--- config.mk ---
export PLATFORM = sky130hd
export DESIGN_NAME = imm_extender_flat
export DESIGN_NICKNAME = d
export VERILOG_FILES = /design/src/rtl/imm_extender_if.sv /design/src/rtl/imm_extender.sv /design/src/flat_wrapper.sv
export SDC_FILE = /design/constraint.sdc
export NUM_CORES = 1
export LEC_CHECK = 0
export ABC_AREA = 0
export CAP_MARGIN = 10
export CORE_MARGIN = 8
export CORE_UTILIZATION = 25
export DETAILED_ROUTE_END_ITERATION = 10
export HOLD_SLACK_MARGIN = 0.15
export PLACE_DENSITY = 0.58
export SLEW_MARGIN = 0
export SYNTH_ARGS = -nofsm -noshare
export SYNTH_HDL_FRONTEND = slang
export SYNTH_SLANG_ARGS = --single-unit
--- constraint.sdc ---
create_clock -name clk -period 3.3 [get_ports clk]
set_input_delay 0.66 -clock clk [delete_from_list [all_inputs] [get_ports clk]]
set_output_delay 0.66 -clock clk [all_outputs]
set_load 0.1 [all_outputs]
--- src/rtl/imm_extender_if.sv ---
// Instruction-in / immediate-out bundle for the RV32I immediate generator.
// The master drives the instruction; the slave returns combinational and registered results.
interface imm_extender_if;
  logic [31:0] instruction;
  logic        valid_in;
  logic [31:0] immediate;
  logic [2:0]  imm_type;
  logic [31:0] immediate_q;
  logic [2:0]  imm_type_q;
  logic        valid_q;

  modport master (
    output instruction, valid_in,
    input  immediate, imm_type, immediate_q, imm_type_q, valid_q
  );

  modport slave (
    input  instruction, valid_in,
    output immediate, imm_type, immediate_q, imm_type_q, valid_q
  );
endinterface

--- src/rtl/imm_extender.sv ---
// RV32I immediate generator: combinational result at zero latency, registered copy one cycle later.
// No backpressure: accepts one instruction per cycle; the registered copy holds while valid_in is low.
module imm_extender (
  input  logic      clk,
  input  logic      rst,
  imm_extender_if.slave bus
);
  typedef enum logic [2:0] {
    FMT_NONE = 3'd0,
    FMT_I    = 3'd1,
    FMT_S    = 3'd2,
    FMT_B    = 3'd3,
    FMT_U    = 3'd4,
    FMT_J    = 3'd5
  } fmt_t;

  typedef struct packed {
    logic [2:0]  fmt;
    logic [31:0] imm;
  } imm_rec_t;

  logic [31:0] ins;
  logic        s;
  fmt_t        fmt;
  logic [31:0] imm;
  imm_rec_t    rec_q;
  logic        vld_q;

  assign ins = bus.instruction;
  assign s   = ins[31];

  always_comb begin
    fmt = FMT_NONE;
    case (ins[6:0])
      7'b0000011, 7'b0010011, 7'b1100111: fmt = FMT_I;
      7'b0100011:                         fmt = FMT_S;
      7'b1100011:                         fmt = FMT_B;
      7'b0110111, 7'b0010111:             fmt = FMT_U;
      7'b1101111:                         fmt = FMT_J;
      default:                            fmt = FMT_NONE;
    endcase
  end

  // Shift-immediate forms are deliberately not special-cased; the ALU takes the low 5 bits.
  always_comb begin
    imm = 32'h0000_0000;
    case (fmt)
      FMT_I:   imm = {{20{s}}, ins[31:20]};
      FMT_S:   imm = {{20{s}}, ins[31:25], ins[11:7]};
      FMT_B:   imm = {{19{s}}, ins[31], ins[7], ins[30:25], ins[11:8], 1'b0};
      FMT_U:   imm = {ins[31:12], 12'b0};
      FMT_J:   imm = {{11{s}}, ins[31], ins[19:12], ins[20], ins[30:21], 1'b0};
      default: imm = 32'h0000_0000;
    endcase
  end

  assign bus.immediate = imm;
  assign bus.imm_type  = fmt;

  always_ff @(posedge clk or posedge rst) begin
    if (rst) begin
      rec_q <= '0;
      vld_q <= 1'b0;
    end else begin
      vld_q <= bus.valid_in;
      if (bus.valid_in) begin
        rec_q.fmt <= fmt;
        rec_q.imm <= imm;
      end
    end
  end

  assign bus.immediate_q = rec_q.imm;
  assign bus.imm_type_q  = rec_q.fmt;
  assign bus.valid_q     = vld_q;
endmodule

--- src/flat_wrapper.sv ---
// flat-port wrapper written by rule: the top's interface ports become plain ports
module imm_extender_flat 
  (clk, rst, bus_instruction, bus_valid_in, bus_immediate, bus_imm_type, bus_immediate_q, bus_imm_type_q, bus_valid_q);
  imm_extender_if bus_i ();
  input  logic clk;
  input  logic rst;
  input wire logic [$bits(bus_i.instruction)-1:0] bus_instruction;
  input wire logic [$bits(bus_i.valid_in)-1:0] bus_valid_in;
  output wire logic [$bits(bus_i.immediate)-1:0] bus_immediate;
  output wire logic [$bits(bus_i.imm_type)-1:0] bus_imm_type;
  output wire logic [$bits(bus_i.immediate_q)-1:0] bus_immediate_q;
  output wire logic [$bits(bus_i.imm_type_q)-1:0] bus_imm_type_q;
  output wire logic [$bits(bus_i.valid_q)-1:0] bus_valid_q;
  assign bus_i.instruction = bus_instruction;
  assign bus_i.valid_in = bus_valid_in;
  assign bus_immediate = bus_i.immediate;
  assign bus_imm_type = bus_i.imm_type;
  assign bus_immediate_q = bus_i.immediate_q;
  assign bus_imm_type_q = bus_i.imm_type_q;
  assign bus_valid_q = bus_i.valid_q;
  imm_extender u_core (.clk(clk), .rst(rst), .bus(bus_i));
endmodule
# Word-level counts from Yosys, hierarchy flattened

Index checks and enable logic that the tools add are counted.

Register bits after elaboration: 36
Input port bits: 35
Output and inout bits: 71

Equality and inequality tests: 13
Muxes and demuxes: 2
Reductions and logical operators: 2

Operators by type and width:

| kind                 | count |
|---|---|
| $pmux W32 S5         | 1 |
| $eq A7 B7 Y1 const B | 3 |
| $pmux W3 S5          | 1 |
| $eq A7 B5 Y1 const B | 2 |
| $eq A7 B6 Y1 const B | 2 |
| $eq A7 B2 Y1 const B | 1 |
| $eq A3 B2 Y1 const B | 2 |
| $eq A3 B3 Y1 const B | 2 |
| $eq A3 B1 Y1 const B | 1 |
| $reduce_or A3 Y1     | 1 |
| $reduce_or A2 Y1     | 1 |

# Longest topological paths before layout

Word-level depth: 5
Depth in mapped cells: 11
Gate-level depth less buffers: 9

# Worst setup path after synthesis

No wires, ideal clock.

Path type: input to output
Start point: input port bus_instruction[4]
End point: output port bus_immediate[12]
Arrival time: 3.743 ns
Required time: 2.640 ns
Slack: -1.103 ns
Cell stages on the path: 9
Path buffers: 1
Path through: nand2b_1 -> or3_1 -> buf_2 -> ha_1 -> o21ai_0 -> nand2_1 -> clkinv_1 -> a21oi_1 -> nor2_1

Longest elaborated chain between the ends: 5
Elaborated cells on any way between the ends: 17

RTL lines:

| item                                                        | line               | source |
|---|---|---|
| start: declaration                                          | flat_wrapper.sv:7  | `input wire logic [$bits(bus_i.instruction)-1:0] bus_instruction;` |
| $eq A7 B2 Y1 (tied with other cells)                        | imm_extender.sv:34 | `case (ins[6:0])` |
| $reduce_or A3 Y1 / $reduce_or A2 Y1 (equally long branches) | imm_extender.sv:34 |  |
| $pmux W3 S5 *                                               | imm_extender.sv:34 |  |
| net bus_imm_type[2]                                         | flat_wrapper.sv:10 | `output wire logic [$bits(bus_i.imm_type)-1:0] bus_imm_type;` |
| $eq A3 B3 Y1 (tied with other cells)                        | imm_extender.sv:47 | `case (fmt)` |
| $pmux W32 S5 *                                              | imm_extender.sv:47 |  |
| end: declaration                                            | flat_wrapper.sv:9  | `output wire logic [$bits(bus_i.immediate)-1:0] bus_immediate;` |

Mark *: on every way through the listed nets, which the timed path passes. The rest lies on a longest branch.

# Final worst setup path

Start point: input port bus_instruction[6]
End point: output port bus_immediate[28]

Longest elaborated chain between the ends: 5
Elaborated cells on any way between the ends: 17

RTL lines:

| item                                                        | line |
|---|---|
| $eq A7 B2 Y1 (tied with other cells)                        | imm_extender.sv:34 |
| $reduce_or A3 Y1 / $reduce_or A2 Y1 (equally long branches) | imm_extender.sv:34 |
| $pmux W3 S5 *                                               | imm_extender.sv:34 |
| $eq A3 B3 Y1 (tied with other cells)                        | imm_extender.sv:47 |
| $pmux W32 S5 *                                              | imm_extender.sv:47 |

Every way passes the cells marked *; elsewhere a longest branch is shown, timed or not.

==> flow_summary.ini <==
[run_status]
status = complete, no violations

[sta]
hold_violations = 0
fin_crit_ns = 3.30
worst_slack_ns = 0.00277
fmax_mhz = 303
rsz0062_at_grt = yes
worst_pin_slew_ns = 0.502
finalCritPeriodShare_pct = 99.9
slew_headroom_pct = 66.5
fin_skew_ns = 0
drv_slew = 0
finalSetupViolations = 0

[hold_path]
min_from = u_core.bus.imm_type_q[1]
hold_path_depth = 1
hold_path_end = u_core.bus.imm_type_q[1]
worst_hold_path_type = register to register

[critical_path]
worstPathArrival_ns = 2.64
required_ns = 2.64
timing.rr.end = u_core.bus.immediate_q[11]
worstReg2RegStart = u_core.bus.immediate_q[11]
cp_max_fo = 6
rrSetupSlack_ns = 2.54
criticalPathCategory = input pin to primary output
cp-end-kind = primary output
reg2reg_depth = 1
startpoint_type = input pin

[global_route]
grt.total_usage_pct = 13.7
grt_pass1_vias = 2446
grt_overflow = 0
grt_pass1_wl_um = 12500
grt_max_degree = 37
antenna_found_initial = 0

[clock_tree]
clock_path_buffers = 2
cts.sink_count = 36
cts_tree = yes
cts.hold.buffers_added = 0
insertion_delay_ns = 0.28
cts.htree.levels = 2
cts_buffers = 5
cts_root_buffer = clkbuf_8
clk_pin_slew_ns = 0.07

[floorplan]
die-area_sq_um = 11300
die_y_um = 106
core_area_sq_um = 8050
io_pins = 106
start_util_pct = 25.2
die_x_um = 106
row_count = 33

[logic_synthesis]
ys_warn_count = 0
synth_top_cell_area_share_pct = 44.4
synthFlopType = dfrtp_1
synth_fp_nets = 271
synthCells = 235
synth_edf_count = 0
ys_types = 42
yosys-top-cells-count = nand2_1 (40), dfrtp_1 (36), inv_1 (29), o22ai_1 (19), nor2_1 (14)
yosys.area.top_type = dfrtp_1
yosys-top-cells-area = dfrtp_1 (44%), nand2_1 (7.4%), o22ai_1 (5.9%), inv_1 (5.4%), nand3_1 (3.2%)
synth_area_sq_um = 2030
synth_seq_cells = 36
post-synth-top-count-cell = nand2_1
ys_seq_area_share_pct = 44.4
avgSynthCellArea_sq_um = 8.63
async_reset_ff_share_pct = 100

[cells_and_area]
fin_util_pct = 51.9
multi_input_area_sq_um = 1260
drive_gt1_share_pct = 50.1
area_delta_synth_final_pct = 106
fin_nets = 414
fillerInstances = 729
antenna_cells = 0
seq_area_sq_um = 901

[drt]
dr_total_vias = 2239
ant_nets = 0
routedWlPerCell_um = 16.1
drc = 0
drt_wl_total_um = 7800
dr.pass1.iters = 5
drtIter0Drc = 97
via_per_inst = 4.63

[pwr]
p_per_area_nw_per_um2 = 242
peakVddDrop_uv = 215
p_leak_nw = 1.83

[placement]
port-buffer-count = 105
pre_cts_slack_ns = -0.502
dp_hpwl_um = 6120
place_congestion = 0.783

[run]
drv_cap = 0
[through the flow]
| step | hold slack, ns | total power, mW | instance area (sq um) | TNS [ns] | std cells |
|---|---|---|---|---|---|
| 5_1_grt | 0.532 | 1.06 | 4180 | -1.22 | 484 |
| 3_3_place_gp | 0.489 | 0.634 | 3980 | -12.47 | 469 |
| 3_5_place_dp | 0.495 | 0.636 | 3980 | -13.85 | 469 |
| 4_1_cts | 0.514 | 1.02 | 4140 | 0 | 482 |
| 2_1_floorplan | 0.691 | 0.542 | 2320 | -3.50 | 235 |
| 6_report | 0.512 | 1.01 | 4180 | 0 | 484 |
[power breakdown]
group | switching (mW) | internal (mW)
Sequential | 0.00168 | 0.444
Clock | 0.155 | 0.224
Combinational | 0.107 | 0.0767
Total | 0.264 | 0.745
[cell type report]
| cell class | count | area share (%) |
|---|---|---|
| sequential | 36 | 21.6 |
| multi-input combinational | 154 | 30.2 |
| inverter | 31 | 2.91 |
| timing repair buffer | 150 | 39.6 |
| clock inverter | 2 | 0.839 |
| clock buffer | 6 | 1.74 |
| tap | 105 | 3.14 |
[placed cells by master (no fill, tap or decap), drive strengths merged, types with 2 or more instances in the layout]
| master | instances |
|---|---|
| clkdlybuf4s50 | 26 |
| nand3b | 3 |
| a21oi | 10 |
| a31oi | 2 |
| clkinv | 2 |
| buf | 122 |
| nand2 | 40 |
| o22ai | 19 |
| inv | 30 |
| mux2 | 4 |
| nor4 | 2 |
| nor2 | 14 |
| nand2b | 7 |
| a2bb2oi | 4 |
| dfrtp | 36 |
| clkbuf | 8 |
| or4 | 2 |
| nand3 | 14 |
| o221ai | 6 |
| and2 | 8 |
| nand4 | 3 |
| o21ai | 3 |
[how the worst max path moves through the flow]
stage | cells past startpoint | slack (ns) | start | to
global route | 13 | -0.09 | bus_instruction[6] | bus_immediate[28]
global placement | 9 | -0.44 | bus_instruction[5] | bus_immediate[11]
detailed placement | 12 | -0.50 | bus_instruction[5] | bus_immediate[28]
CTS | 11 | 0.0007 | bus_instruction[2] | bus_immediate[28]
floorplan | 9 | -0.34 | bus_instruction[3] | bus_immediate[31]
finish | 13 | 0.003 | bus_instruction[6] | bus_immediate[28]
[sequential cells by signal, indices dropped and copies added, names as in the netlist]
| register | cells |
|---|---|
| u_core.bus.immediate_q | 32 |
| u_core.bus.valid_q | 1 |
| u_core.bus.imm_type_q | 3 |
[cell families (layout without fill, tap and decap cells)]
kind of cell	count (synthesis)	count (layout)	synth area share (%)
DFF	36	36	44.4
buffers and inverters	45	189	9.38
and+or+nand+nor	98	98	24.3
muxes	4	4	2.22
adders and majority gates	1	1	0.617
AOI/OAI and AO/OA	51	51	19.1
[what timing repair did]
| action | 4_1_cts | 5_1_grt |
|---|---|---|
| pin swaps | 9 | 7 |
| endpoints found under the setup margin | 34 | 21 |
| setup buffers | 5 | 2 |
| gates resized for setup | 33 | 17 |
[routing by layer]
metal	wire length, um	GRT usage (%)	vias to the layer above
met1	3320	15.7	1058
met4	125	3.92	0
met5	0	0	-
met3	609	5.63	11
met2	3740	22.7	81
li1	-	-	1089
[critical path, cell delays in order]
cell      delay [ns]
clkbuf_2        0.10
nand3b_1        0.23
o22ai_4         0.24
inv_2           0.07
ha_4            0.16
o21bai_1        0.12
nand4_1         0.16
buf_4           0.18
a31oi_4         0.22
nand2_4         0.10
buf_12          0.17
nand2_4         0.06
buf_12          0.17
Power figures use the tool's default switching activity.
